### src/rtl/felix_pkg.sv
// Shared constants and types for the FELIX frame builder and its CRC-20 step.
// The receive-side checker imports the same definitions.
package felix_pkg;

    localparam logic [31:0] IDLE_W = 32'h0000_00BC;
    localparam logic [31:0] SOF_W  = 32'h0000_003C;
    localparam logic [31:0] EOF_W  = 32'h0000_00DC;
    localparam logic [3:0]  IDLE_K = 4'b0001;
    localparam logic [3:0]  SOF_K  = 4'b0001;
    localparam logic [3:0]  EOF_K  = 4'b0001;
    localparam logic [3:0]  DATA_K = 4'b0000;

    localparam logic [19:0] CRC_INIT = 20'hFFFFF;
    // x^20 term is implicit; bits 0,1,2,3,6,7,9,11,12,18,19
    localparam logic [19:0] CRC_POLY = 20'hC1ACF;

    typedef enum logic [2:0] {
        IDLE    = 3'd0,
        SOF     = 3'd1,
        PAYLOAD = 3'd2,
        CRC     = 3'd3,
        EOF     = 3'd4
    } state_t;

endpackage

### src/rtl/felix_frame_builder_if.sv
// Payload input handshake plus the registered word/K-flag output towards the GT.
// slave is the frame builder; master is whatever feeds payload and watches the wire.
interface felix_frame_builder_if;

    logic [31:0] s_data;
    logic        s_valid;
    logic        s_ready;
    logic [31:0] m_data;
    logic [3:0]  m_k;

    modport master (
        output s_data,
        output s_valid,
        input  s_ready,
        input  m_data,
        input  m_k
    );

    modport slave (
        input  s_data,
        input  s_valid,
        output s_ready,
        output m_data,
        output m_k
    );

endinterface

### src/rtl/felix_crc20_step.sv
// One 32-bit step of the link CRC-20, data consumed MSB first.
// Purely combinational so the receive-side checker can share it.
module felix_crc20_step
    import felix_pkg::*;
(
    input  logic [19:0] crc,
    input  logic [31:0] data,
    output logic [19:0] crc_next
);

    logic [19:0] c;

    always_comb begin
        c = crc;
        for (int i = 31; i >= 0; i--) begin
            if (c[19] ^ data[i]) begin
                c = {c[18:0], 1'b0} ^ CRC_POLY;
            end else begin
                c = {c[18:0], 1'b0};
            end
        end
    end

    assign crc_next = c;

endmodule

### src/rtl/felix_frame_builder.sv
// Wraps WIB payload words into SOF / payload / CRC-20 / EOF link frames
// with K28.5 idles between frames and during payload underruns.
//
// state   | meaning
// IDLE    | idle word on the wire, waiting for s_valid
// SOF     | start-of-frame word, CRC and word counter restart
// PAYLOAD | accepting payload; idle + underrun pulse when s_valid is low
// CRC     | CRC-20 trailer word
// EOF     | end-of-frame word, frame counter advances
module felix_frame_builder
    import felix_pkg::*;
#(
    parameter int FRAME_WORDS = 116,
    parameter int CNT_W       = 16
) (
    input  logic                 clk,
    input  logic                 rst_n,
    felix_frame_builder_if.slave bus,
    output logic [CNT_W-1:0]     frame_cnt,
    output logic                 underrun
);

    localparam int WC_W = $clog2(FRAME_WORDS);
    localparam logic [WC_W-1:0] LAST = WC_W'(FRAME_WORDS - 1);

    state_t          state;
    logic [19:0]     crc_reg;
    logic [19:0]     crc_next;
    logic [WC_W-1:0] word_cnt;

    felix_crc20_step u_crc (
        .crc      (crc_reg),
        .data     (bus.s_data),
        .crc_next (crc_next)
    );

    // Decoded from the state register only, never from s_valid.
    assign bus.s_ready = (state == PAYLOAD);

    always_ff @(posedge clk) begin
        if (!rst_n) begin
            state      <= IDLE;
            bus.m_data <= IDLE_W;
            bus.m_k    <= IDLE_K;
            crc_reg    <= CRC_INIT;
            word_cnt   <= '0;
            frame_cnt  <= '0;
            underrun   <= 1'b0;
        end else begin
            underrun <= 1'b0;
            unique case (state)
                IDLE: begin
                    bus.m_data <= IDLE_W;
                    bus.m_k    <= IDLE_K;
                    if (bus.s_valid) state <= SOF;
                end
                SOF: begin
                    bus.m_data <= SOF_W;
                    bus.m_k    <= SOF_K;
                    crc_reg    <= CRC_INIT;
                    word_cnt   <= '0;
                    state      <= PAYLOAD;
                end
                PAYLOAD: begin
                    if (bus.s_valid) begin
                        bus.m_data <= bus.s_data;
                        bus.m_k    <= DATA_K;
                        crc_reg    <= crc_next;
                        word_cnt   <= word_cnt + WC_W'(1);
                        if (word_cnt == LAST) state <= CRC;
                    end else begin
                        bus.m_data <= IDLE_W;
                        bus.m_k    <= IDLE_K;
                        underrun   <= 1'b1;
                    end
                end
                CRC: begin
                    bus.m_data <= {12'h000, crc_reg};
                    bus.m_k    <= DATA_K;
                    state      <= EOF;
                end
                EOF: begin
                    bus.m_data <= EOF_W;
                    bus.m_k    <= EOF_K;
                    frame_cnt  <= frame_cnt + CNT_W'(1);
                    state      <= IDLE;
                end
                default: state <= IDLE;
            endcase
        end
    end

endmodule

### src/flat_wrapper.sv
// flat-port wrapper written by rule: the top's interface ports become plain ports
module felix_frame_builder_flat import felix_pkg::*;
#(
    parameter int FRAME_WORDS = 116,
    parameter int CNT_W       = 16
)
  (clk, rst_n, frame_cnt, underrun, bus_s_data, bus_s_valid, bus_s_ready, bus_m_data, bus_m_k);
  felix_frame_builder_if bus_i ();
  input  logic clk;
  input  logic rst_n;
  output logic [CNT_W-1:0] frame_cnt;
  output logic underrun;
  input wire logic [$bits(bus_i.s_data)-1:0] bus_s_data;
  input wire logic [$bits(bus_i.s_valid)-1:0] bus_s_valid;
  output wire logic [$bits(bus_i.s_ready)-1:0] bus_s_ready;
  output wire logic [$bits(bus_i.m_data)-1:0] bus_m_data;
  output wire logic [$bits(bus_i.m_k)-1:0] bus_m_k;
  assign bus_i.s_data = bus_s_data;
  assign bus_i.s_valid = bus_s_valid;
  assign bus_s_ready = bus_i.s_ready;
  assign bus_m_data = bus_i.m_data;
  assign bus_m_k = bus_i.m_k;
  felix_frame_builder #(.FRAME_WORDS(FRAME_WORDS), .CNT_W(CNT_W)) u_core (.clk(clk), .rst_n(rst_n), .bus(bus_i), .frame_cnt(frame_cnt), .underrun(underrun));
endmodule
### config.mk
export PLATFORM = sky130hd
export DESIGN_NAME = felix_frame_builder_flat
export DESIGN_NICKNAME = d
export VERILOG_FILES = /design/src/rtl/felix_pkg.sv /design/src/rtl/felix_frame_builder_if.sv /design/src/rtl/felix_crc20_step.sv /design/src/rtl/felix_frame_builder.sv /design/src/flat_wrapper.sv
export SDC_FILE = /design/constraint.sdc
export NUM_CORES = 1
export LEC_CHECK = 0
export BUFFER_PORTS_ARGS = -buffer_cell sky130_fd_sc_hd__buf_2
export CAP_MARGIN = 10
export CORE_AREA = 2 2 80 158
export DETAILED_ROUTE_END_ITERATION = 16
export DIE_AREA = 0 0 82 160
export PLACE_DENSITY = 0.67
export SKIP_CTS_REPAIR_TIMING = 1
export SLEW_MARGIN = 15
export SYNTH_ARGS = -nofsm -noshare
export SYNTH_HDL_FRONTEND = slang
export SYNTH_SLANG_ARGS = --single-unit
export TNS_END_PERCENT = 5
### constraint.sdc
create_clock -name clk -period 4.8 [get_ports clk]
set_input_delay 1.2 -clock clk [delete_from_list [all_inputs] [get_ports clk]]
set_output_delay 1.2 -clock clk [all_outputs]
set_load 0.005 [all_outputs]
==> results.md <==
Final layout:
- The fraction of the core area covered by cells at the end of the flow is 0.605.
- The ratio of cells with drive above 1 in the final layout is 0.344.
- The final layout contains 720 nets.
- The register with the most flip-flops in the layout has 32 of them.
- The growth of design area from synthesis to finish is 30.5%.
- The number of antenna diodes in the final layout is 0.

Die:
- The width of the die is 82 um.
- The initial core utilization is 0.463.
- The die is roughly 160 um tall.
- The number of placement rows is 57.
- The die footprint is roughly 13,000 um2.
- In this run the count of I/O pins placed on the die edge is slightly below 90.
- In this run the standard cell core region covers about 12,000 um2.

Worst setup path:
- The number of buffers and inverters on the critical path is 3.
- The class of the most critical setup path is in -> reg.
- Data on the critical path is required at its endpoint by 5.03 ns.
- The cell with the biggest individual delay on the critical path is sky130_fd_sc_hd__xor3_1.
- In this design, the stage delay of the slowest critical-path cell is around 0.50 ns.
- The sort of element at the end of the critical path is a register.
- The most prevalent standard cell on the critical path is sky130_fd_sc_hd__xnor3_1.
- The critical path data arrival time is ~4.9 ns.
- Walking the worst path, the cells encountered are buf_2 -> xor2_1 -> buf_4 -> xnor3_1 -> xnor3_1 -> xnor3_2 -> xor3_1 -> buf_4 -> xnor3_1 -> xor2_2 -> xor3_2 -> xnor3_1 -> o22a_1.
- The category of the worst setup path launch point is a primary input.
- Along the worst path, the maximum fanout reaches 3.
- Among cell families on the critical path, the largest total delay comes from XOR/XNOR gates.

Route:
- The final layout contains routed wiring with a total length of ~16,000 um.
- In the routed design, unresolved DRC markers number 0.
- The detail route stage leaves a number of antenna-violating nets equal to 0.
- Using the TritonRoute via totals, the vias-per-cell ratio works out to about 5.3.
- The pre-antenna-repair detailed-routing pass consisted of 5 iterations.
- The detailed router placed 4,458 vias in this run.
- The number of DRC markers in iteration 0 is just over 300.
- The wire length per cell is around 19 um.

Logic synthesis:
- The share of the synthesized area in the top cell type is 0.288.
- The number of enable flip-flop cells after synthesis is 0.
- sky130_fd_sc_hd__dfxtp_1 takes more of the synthesized area than any other cell.
- The distinct cell type count of the synthesized netlist is 44.
- The cell area that synthesis handed to floorplanning was around 5600 um2.
- During synthesis, Yosys emitted a total of 0 warnings.
- Ranked by total cell area, the synthesized netlist is headed by sky130_fd_sc_hd__dfxtp_1 29%, sky130_fd_sc_hd__xnor2_1 18%, sky130_fd_sc_hd__xnor3_1 13%.
- The post-synthesis simple-gate area fraction is 0.0924.
- The dominant cell by count in the synthesized netlist is sky130_fd_sc_hd__xnor2_1.
- Measured against the total synthesized area, the mux share comes to 0.00180.
- The synthesized area per cell is around 11 um2.
- In this run, synthesis produced a sequential element count of 80.
- For this run, the register share of the synthesized area comes to 0.288.
- The area fraction in compound gates after synthesis is 0.101.
- The post-synthesis instance total is ~520.
- By count the netlist is led by 117 x sky130_fd_sc_hd__xnor2_1, 80 x sky130_fd_sc_hd__dfxtp_1, 46 x sky130_fd_sc_hd__nor2_1, 38 x sky130_fd_sc_hd__xor2_1, 32 x sky130_fd_sc_hd__nand2_1.
- The area share of xor/xnor cells in the synthesized design is 0.484.
- After synthesis, the largest family of logic cells by area is XOR/XNOR gates.
- The most common flop cell mapped by yosys is sky130_fd_sc_hd__dfxtp_1.
- Of all flip-flops after synthesis, the portion carrying an async set or reset was 0.
- Of the total synthesized cell area, the portion taken by full adders, half adders and majority gates is 0.00451.

STA:
- The worst pin sits at a relative slew slack of 0.500.
- The final period demand of the worst path is about 4.6 ns.
- At the pin with the least slew margin, the transition time is around 0.75 ns.
- Setup violations remaining at the end of the flow were counted as 0.
- Setup repair after global routing could not meet its margin everywhere.
- Across the routed clock network, the largest skew measured is between 0.005 and 0.006 ns.
- The number of slew-limit violations in the final report is 0.
- Timing would allow up to roughly 220 MHz.
- The final critical-path share of the clock period is 0.962.
- The final count of hold timing violations is 0.

Clock tree:
- The clock sink count is 80.
- The root buffer cell chosen for the clock tree is sky130_fd_sc_hd__clkbuf_16.
- The H-tree generated during clock tree synthesis spans 3 levels.
- The clock latency at the later pin of the worst-skew pair is around 0.34 ns.
- The total clock buffers created by CTS is 9.
- The CTS tree is built.
- The number of buffers between clock root and the deepest sink is 2.
- Clock-pin slew was measured on the worst setup and hold paths at ~0.070 ns.

Hold path:
- The path category of the worst min-delay check is reg -> reg.

Global routing:
- Entering global routing, the biggest net connects 39 pins.
- The initial antenna violation count is 0.
- The total congestion overflow is 0.
- The first-pass GRT wire length is about 24,000 um.
- The number of global-route vias before repair is roughly 4,500.
- For this run, the total global-route usage over all layers was measured as 0.243.

Run:
- Across the run, the number of max-cap violations was 0.

Placed design:
- The quantity of I/O buffers inserted on ports is 85.
- The final HPWL from detailed placement is about 12,000 um.
- The final RePlAce weighted congestion is around 0.96.

Status:
- The flow ran to the end, and the final reports show no timing, DRC or antenna violations.
[layer usage]
metal | GRT usage | part of all wire
met5 | 0 | 0
met4 | 0.0833 | 0.031
met2 | 0.405 | 0.51
met3 | 0.0395 | 0.049
met1 | 0.313 | 0.41
[worst register-to-register path, stage by stage (launching register included)]
cell,delay [ns]
sky130_fd_sc_hd__dfxtp_1,0.52
sky130_fd_sc_hd__xor2_1,0.29
sky130_fd_sc_hd__buf_4,0.17
sky130_fd_sc_hd__xnor3_1,0.28
sky130_fd_sc_hd__xnor3_1,0.46
sky130_fd_sc_hd__xnor3_2,0.34
sky130_fd_sc_hd__xor3_1,0.50
sky130_fd_sc_hd__buf_4,0.18
sky130_fd_sc_hd__xnor3_1,0.37
sky130_fd_sc_hd__xor2_2,0.18
sky130_fd_sc_hd__xor3_2,0.42
sky130_fd_sc_hd__xnor3_1,0.19
sky130_fd_sc_hd__o22a_1,0.17
[layout by cell type, fill, tap and decap left out, types with 2 or more instances in the layout]
master / instances
sky130_fd_sc_hd__a21oi_1: 8
sky130_fd_sc_hd__a22o_1: 2
sky130_fd_sc_hd__nor3_1: 2
sky130_fd_sc_hd__clkbuf_16: 9
sky130_fd_sc_hd__xnor2_1: 104
sky130_fd_sc_hd__xnor3_1: 26
sky130_fd_sc_hd__xor2_2: 5
sky130_fd_sc_hd__o22ai_1: 12
sky130_fd_sc_hd__inv_8: 3
sky130_fd_sc_hd__a22oi_1: 12
sky130_fd_sc_hd__xnor2_2: 17
sky130_fd_sc_hd__and3_1: 5
sky130_fd_sc_hd__and2_1: 2
sky130_fd_sc_hd__nand2b_1: 3
sky130_fd_sc_hd__nand4_1: 4
sky130_fd_sc_hd__nand3_1: 9
sky130_fd_sc_hd__xnor3_2: 11
sky130_fd_sc_hd__xor2_4: 2
sky130_fd_sc_hd__nor2_1: 46
sky130_fd_sc_hd__o21ai_0: 11
sky130_fd_sc_hd__xor2_1: 35
sky130_fd_sc_hd__xnor2_4: 6
sky130_fd_sc_hd__inv_1: 5
sky130_fd_sc_hd__or3_1: 4
sky130_fd_sc_hd__xor3_1: 6
sky130_fd_sc_hd__conb_1: 3
sky130_fd_sc_hd__buf_4: 89
sky130_fd_sc_hd__o211ai_1: 2
sky130_fd_sc_hd__clkinvlp_4: 2
sky130_fd_sc_hd__nand2_1: 32
sky130_fd_sc_hd__ha_1: 2
sky130_fd_sc_hd__buf_2: 85
sky130_fd_sc_hd__and4_1: 3
sky130_fd_sc_hd__dfxtp_1: 80
sky130_fd_sc_hd__o22a_1: 11
sky130_fd_sc_hd__a222oi_1: 14
sky130_fd_sc_hd__xor3_2: 4
[path summary, 6_finish.rpt]
| path | startpoint | to | slack (ns) | cells past startpoint |
|---|---|---|---|---|
| setup / recovery | bus_s_data[28] | u_core.crc_reg[18] | 0.18 | 13 |
| hold / removal | u_core.word_cnt[1] | u_core.word_cnt[1] | 0.49 | 2 |
| setup reg to reg | u_core.crc_reg[16] | u_core.crc_reg[18] | 0.62 | 12 |
| hold reg to reg | u_core.word_cnt[1] | u_core.word_cnt[1] | 0.49 | 2 |
[cells by family after synthesis]
kind of cell | after synthesis
other cells | 1
flops | 80
buf+inv | 34
mux | 1
compound gates | 76
xor+xnor | 216
simple gates | 114
fa+ha+maj | 2
[stage by stage]
| step | instances | hold WS [ns] | setup TNS [ns] | cell area (um2) | setup slack [ns] |
|---|---|---|---|---|---|
| finish | 835 | 0.491 | 0 | 7250 | 0.182 |
| global placement | 817 | 0.461 | -1.87 | 6850 | -0.323 |
| floorplan | 526 | 0.458 | -0.00994 | 5700 | -0.00497 |
| CTS | 833 | 0.495 | -0.0248 | 7170 | -0.0248 |
| global route | 835 | 0.526 | -0.0194 | 7250 | -0.0153 |
| detailed placement | 817 | 0.472 | -2.10 | 6850 | -0.351 |
[cell type report]
cell class                 count  area [um2]
multi-input combinational    412        4020
inverter                       5        18.8
fill                        1031        4740
clock buffer                   9         225
clock inverter                 7        87.6
tap                          147         184
timing repair buffer         175        1110
sequential                    80        1600
Power is not shown: default switching activity piles up to over one toggle a cycle in this logic, so the estimate is an artifact.
